## src/rtl/sdram_init_aref_ctrl.sv

```systemverilog
// Command-only SDR SDRAM controller (MT48LC2M32B2 class, 11-bit row, 4 banks).
// Runs the power-up sequence (NOP wait, PRECHARGE ALL, INIT_REF_CNT AUTO REFRESH,
// LOAD MODE) and then issues periodic AUTO REFRESH forever. There is no data path.
//
// Ports:
//   clk       system clock (100 MHz)
//   rst_n     synchronous active-low reset
//   sdr_ck    SDRAM clock, inverted clk so the device samples mid-cycle
//   sdr_cke   clock enable, high from the first clock after reset release
//   sdr_csn, sdr_rasn, sdr_casn, sdr_wen   registered command pins
//   sdr_addr  address (A10 = all banks for PRECHARGE, mode word for LOAD MODE)
//   sdr_ba    bank address (always 0 for the commands issued here)
//
// Optional build macro SDRAM_REF_PRECHARGE_EN: each periodic refresh is preceded
// by a PRECHARGE ALL, with AUTO REFRESH T_RP cycles later.

module sdram_init_aref_ctrl #(
  parameter int unsigned T_POWERUP    = 20000,
  parameter int unsigned T_RP         = 2,
  parameter int unsigned T_RFC        = 7,
  parameter int unsigned T_MRD        = 2,
  parameter int unsigned INIT_REF_CNT = 8,
  parameter int unsigned REF_INTERVAL = 1500,
  parameter logic [10:0] MODE_REG     = 11'h030
) (
  input  logic        clk,
  input  logic        rst_n,
  output logic        sdr_ck,
  output logic        sdr_cke,
  output logic        sdr_csn,
  output logic        sdr_rasn,
  output logic        sdr_casn,
  output logic        sdr_wen,
  output logic [10:0] sdr_addr,
  output logic [1:0]  sdr_ba
);

  localparam int unsigned CntW = ($clog2(T_POWERUP + 1) > 15) ? $clog2(T_POWERUP + 1) : 15;
  localparam int unsigned TmrW = ($clog2(REF_INTERVAL) > 11) ? $clog2(REF_INTERVAL) : 11;
  localparam int unsigned RefW = $clog2(INIT_REF_CNT + 1);

  localparam logic [3:0] CmdNop  = 4'b0111;
  localparam logic [3:0] CmdPre  = 4'b0010;
  localparam logic [3:0] CmdAref = 4'b0001;
  localparam logic [3:0] CmdMrs  = 4'b0000;

  localparam logic [10:0] AddrPreAll = 11'h400;

  typedef enum logic [3:0] {
    StWait,
    StPre,
    StTrp,
    StAref,
    StTrfc,
    StMrs,
    StTmrd,
    StIdle,
    StRef,
    StRefTrfc,
    StRefPre,
    StRefTrp
  } state_e;

  state_e            state_q, state_d;
  logic [CntW-1:0]   cnt_q, cnt_d;
  logic [RefW-1:0]   ref_cnt_q, ref_cnt_d;
  logic [TmrW-1:0]   tmr_q, tmr_d;
  logic              run_q, run_d;
  logic              req_q, req_d;
  logic              tmr_run, tmr_hit, service;

  logic              cke_q;
  logic [3:0]        cmd_q, cmd_d;
  logic [10:0]       addr_q, addr_d;
  logic [1:0]        ba_q, ba_d;

  // The counter clears on every state change, so a wait state entered the cycle
  // after its command leaves when cnt reaches T-2: command-to-command is exactly T.
  always_comb begin
    state_d = state_q;
    unique case (state_q)
      StWait:    if (cnt_q == CntW'(T_POWERUP)) state_d = StPre;
      StPre:     state_d = StTrp;
      StTrp:     if (cnt_q == CntW'(T_RP - 2)) state_d = StAref;
      StAref:    state_d = StTrfc;
      StTrfc: begin
        if (cnt_q == CntW'(T_RFC - 2)) begin
          state_d = (ref_cnt_q < RefW'(INIT_REF_CNT)) ? StAref : StMrs;
        end
      end
      StMrs:     state_d = StTmrd;
      StTmrd:    if (cnt_q == CntW'(T_MRD - 2)) state_d = StIdle;
      StIdle: begin
        if (req_q || tmr_hit) begin
`ifdef SDRAM_REF_PRECHARGE_EN
          state_d = StRefPre;
`else
          state_d = StRef;
`endif
        end
      end
`ifdef SDRAM_REF_PRECHARGE_EN
      StRefPre:  state_d = StRefTrp;
      StRefTrp:  if (cnt_q == CntW'(T_RP - 2)) state_d = StRef;
`endif
      StRef:     state_d = StRefTrfc;
      StRefTrfc: if (cnt_q == CntW'(T_RFC - 2)) state_d = StIdle;
      default:   state_d = StWait;
    endcase
  end

  always_comb begin
    if (state_d != state_q) begin
      cnt_d = '0;
    end else if (cnt_q == {CntW{1'b1}}) begin
      cnt_d = cnt_q;
    end else begin
      cnt_d = cnt_q + CntW'(1);
    end

    ref_cnt_d = ref_cnt_q;
    if (state_q == StAref && ref_cnt_q != {RefW{1'b1}}) begin
      ref_cnt_d = ref_cnt_q + RefW'(1);
    end

    // Refresh timer runs from the LOAD MODE cycle onward.
    tmr_run = run_q || (state_q == StMrs);
    run_d   = tmr_run;
    tmr_hit = tmr_run && (tmr_q == TmrW'(REF_INTERVAL - 1));
    if (!tmr_run || tmr_hit) begin
      tmr_d = '0;
    end else begin
      tmr_d = tmr_q + TmrW'(1);
    end

    // A request raised outside IDLE stays pending until IDLE takes it.
    service = (state_q == StIdle) && (state_d != StIdle);
    req_d   = (req_q || tmr_hit) && !service;
  end

  // Pin values follow the state being entered so they line up with state_q.
  always_comb begin
    cmd_d  = CmdNop;
    addr_d = '0;
    ba_d   = '0;
    unique case (state_d)
      StPre, StRefPre: begin
        cmd_d  = CmdPre;
        addr_d = AddrPreAll;
      end
      StAref, StRef: cmd_d = CmdAref;
      StMrs: begin
        cmd_d  = CmdMrs;
        addr_d = MODE_REG;
      end
      default: cmd_d = CmdNop;
    endcase
  end

  always_ff @(posedge clk) begin
    if (!rst_n) begin
      state_q   <= StWait;
      cnt_q     <= '0;
      ref_cnt_q <= '0;
      tmr_q     <= '0;
      run_q     <= 1'b0;
      req_q     <= 1'b0;
      cke_q     <= 1'b0;
      cmd_q     <= CmdNop;
      addr_q    <= '0;
      ba_q      <= '0;
    end else begin
      state_q   <= state_d;
      cnt_q     <= cnt_d;
      ref_cnt_q <= ref_cnt_d;
      tmr_q     <= tmr_d;
      run_q     <= run_d;
      req_q     <= req_d;
      cke_q     <= 1'b1;
      cmd_q     <= cmd_d;
      addr_q    <= addr_d;
      ba_q      <= ba_d;
    end
  end

  assign sdr_ck   = ~clk;
  assign sdr_cke  = cke_q;
  assign sdr_csn  = cmd_q[3];
  assign sdr_rasn = cmd_q[2];
  assign sdr_casn = cmd_q[1];
  assign sdr_wen  = cmd_q[0];
  assign sdr_addr = addr_q;
  assign sdr_ba   = ba_q;

endmodule

```

## config.mk

```make
export PLATFORM = sky130hd
export DESIGN_NAME = sdram_init_aref_ctrl
export DESIGN_NICKNAME = d
export VERILOG_FILES = /design/src/rtl/sdram_init_aref_ctrl.sv
export SDC_FILE = /design/constraint.sdc
export NUM_CORES = 1
export LEC_CHECK = 0
export CORE_MARGIN = 5
export CORE_UTILIZATION = 45
export CTS_BUF_LIST = sky130_fd_sc_hd__clkbuf_8 sky130_fd_sc_hd__clkbuf_16
export DETAILED_ROUTE_END_ITERATION = 8
export PLACE_DENSITY = 0.69
export SYNTH_ARGS = -nofsm -noshare
export SYNTH_HDL_FRONTEND = slang
export SYNTH_SLANG_ARGS = --single-unit
export TNS_END_PERCENT = 10
```

## constraint.sdc

```tcl
create_clock -name clk -period 5.6 [get_ports clk]
set_input_delay 0.84 -clock clk [delete_from_list [all_inputs] [get_ports clk]]
set_output_delay 0.84 -clock clk [all_outputs]
set_load 0.02 [all_outputs]
```

==> summary.md <==
| Metric | Value |
|---|---|
| Vias in the first global route | 1441 |
| Port Buffers | 9 |
| Worst-Skew Late Latency | 0.30 ns |
| Cell taking the most area after synthesis | dfxtp_1 |
| Root Driver | clkbuf_8 |
| Setup Crit Path Kind | clk2out |
| Multi-input logic area | 0.00117 mm2 |
| WHS Path Cells | 1 |
| Synth cell types | 47 |
| DP Cell Count | 304 |
| GRT met1 Usage | 0.167 |
| Chip height | 78.9 um |
| CORE AREA | 0.00466 mm2 |
| Crit-path leading delay family | buffers and inverters |
| Crit-path cells | clkbuf_8 -> clkbuf_8 -> inv_1 -> clkdlybuf4s50_1 |
| EDFF count, synth | 0 |
| Max-cap violations | 0 |
| Final HPWL DP | 2660 um |
| Starting Density | 0.458 |
| Hold path start | tmr_q[0] |
| CP max FO | 11 |
| CTS clk-pin slew, worst paths | 0.08 ns |
| Worst slack, placed | 1.35 ns |
| Syn Area/Cell | 8.58 um2 |
| Layer carrying the most global-route usage | met2 |
| Critical Path Max Stage Delay | 0.59 ns |
| Hold WS | 0.480 ns |
| Die footprint | 0.00622 mm2 |
| Post-synthesis async set-or-reset flop share | 0 |
| Relative slew slack | 0.614 |
| Worst setup SP type | clock port |
| Reg2Reg Depth | 7 |
| Least-Margin Pin Slew | 0.573 ns |
| Met2 Use GR | 0.199 |
| R2r setup slk | 3.31 ns |
| Setup Viol. Count Final | 0 |
| Post-synth top area share | 0.394 |
| Io pins | 21 |
| Top cells by area, synth | dfxtp_1, nor2_1, xnor2_1 |
| Seq/Total Area, Yosys | 0.394 |
| Largest net degree at the start of global routing | 18 |
| Number of post-CTS setup repair buffers | 0 |
| Worst min-delay path class | reg2reg |
| CTS tree | yes |
| PD cells | 256 mW/mm2 |
| # rows | 25 |
| TNS Setup | 0 ns |
| Routed length per instance | 11.7 um |
| DR vias | 1599 |
| H-tree depth | 2 |
| Synthesized area | 0.00214 mm2 |
| Pins Over Slew Limit | 0 |
| Final ANT Viol Nets | 0 |
| Leak | 0.871 nW |
| Run status | finished, final reports clean |
| Initial antenna violation count | 0 |
| Grt total ovfl | 0 |
| First-pass GRT wire length | 6400 um |
| Avg Vias per Cell | 5.13 |
| Final Wtd Congestion | 0.810 |
| Max IR drop VDD | 0.177 mV |
| Reg-to-Reg End | cnt_q[8] |
| Layout cells sized above 1 | 0.0814 |
| Worst R2R Start | tmr_q[0] |
| Final critical-path setup slack | 1.03 ns |
| Layout area overhead | 8.38% |
| # diodes | 0 |
| DR pass1 iterations | 4 |
| Final wirelength | 3660 um |
| Slowest cell on crit path | clkdlybuf4s50_1 |
| Worst Setup End Kind | output port |
| Crit path top cell by count | clkbuf_8 |
| Storage cell area | 841 um2 |
| Post-Synthesis Cells | 249 |
| Met3 Usage GRT | 0.0454 |
| Starting DRC count in detailed routing | 97 |
| FF+latch count, synth | 42 |
| CP bufs+invs | 4 |
| All-Layer GR Usage | 0.129 |
| CTS Hold Bufs | 0 |
| Fin. Hold Viols | 0 |
| Total CTS buffers | 5 |
| Synth warn | 0 |
| RSZ-0062 raised after global routing | false |
| Post-CTS sizing | 0 |
| # DRC | 0 |
| Final #Nets | 264 |
| Worst Path Required | 4.76 ns |
| Clock Path Buffers | 2 |
| Hold-critical path endpoint | tmr_q[0] |
| Fillers | 435 |
| Ys flop type | dfxtp_1 |
| Worst Path Arrival | 3.73 ns |
| Die width | 78.9 um |
| Final Non-Filler Cells | 312 |
| Clock skew | 0.00855 ns |
## worst max path at each step
| stage | startpoint | to | slack [ns] | cells past startpoint |
|---|---|---|---|---|
| CTS | clk | sdr_ck | 1.01 | 4 |
| global route | clk | sdr_ck | 0.98 | 4 |
| detailed placement | clk | sdr_ck | 1.35 | 2 |
| floorplan | clk | sdr_ck | 1.83 | 1 |
| finish | clk | sdr_ck | 1.03 | 4 |
| global placement | clk | sdr_ck | 1.35 | 2 |
## report_power, final
| group | leakage (nW) | internal [W] | switching [W] | total [W] |
|---|---|---|---|---|
| logic | 0.464 | 0.00000521 | 0.0000153 | 0.0000205 |
| clock network | 0.0674 | 0.000146 | 0.000123 | 0.000269 |
| registers | 0.339 | 0.000300 | 0.00000191 | 0.000302 |
## flip-flops by register name (all words and copies together) (netlist names)
register	flops
cnt_q	15
tmr_q	11
ref_cnt_q	4
state_q	4
cmd_q	3
sdr_addr	2
req_q	1
run_q	1
sdr_cke	1
## synth_stat cells (2+ instances only)
library cell	number
and2_1	8
xnor2_1	13
inv_1	10
or2_2	2
xor2_1	9
a211oi_1	3
clkbuf_1	3
buf_4	12
nand2_1	19
a21oi_1	8
nor3_1	5
or3_1	3
ha_1	5
and3_2	3
nand4_1	8
nor2_1	37
o21ai_0	10
nor2b_1	2
o21a_1	4
and4_1	3
dfxtp_1	42
and3_1	3
mux2i_1	2
buf_6	2
nand3_1	10
nor4_1	2
## cells in the final DEF, fill, tap and decap left out, types with 2 or more instances in the layout
master	n
a211oi_1	3
a21oi_1	8
and2_1	8
and3_1	3
and3_2	3
and4_1	3
clkbuf_8	5
clkdlybuf4s50_1	9
conb_1	11
dfxtp_1	42
ha_1	5
inv_1	10
mux2i_1	2
nand2_1	19
nand3_1	10
nand4_1	8
nor2_1	37
nor2b_1	2
nor3_1	5
nor4_1	2
o21a_1	4
o21ai_0	10
or2_2	2
or3_1	3
xnor2_1	13
xor2_1	9
## logic make-up (layout without fill, tap and decap cells)
group           Yosys count  count (layout)  share of synthesized area
simple gates            115             115                      0.289
mux                       2               2                    0.00937
xor+xnor                 22              22                     0.0902
fa+ha+maj                 5               5                     0.0293
buf+inv                  28              27                     0.0779
flops                    42              42                      0.394
other cells               1              11                    0.00176
compound gates           34              34                      0.108
## stage by stage
step	total power, W	cell area [um2]	utilization
3_5_place_dp	0.000356	2200	0.472
5_1_grt	0.000618	2310	0.497
3_3_place_gp	0.000356	2200	0.472
4_1_cts	0.000602	2310	0.497
2_1_floorplan	0.000345	2170	-
6_report	0.000592	2310	0.497
## layout make-up
type                            count  area share
Multi-Input combinational cell    189       0.504
Sequential cell                    42       0.363
Timing Repair Buffer                8      0.0346
Clock buffer                        6      0.0341
Tap cell                           54      0.0292
Clock inverter                      4      0.0205
Inverter                            9      0.0146
## routing by layer
layer,vias up,part of all wire
met2,25,0.44
met5,-,0
met4,0,0.0079
met1,721,0.52
li1,849,-
met3,4,0.032
Note: power is estimated with default switching activity, not from simulation.
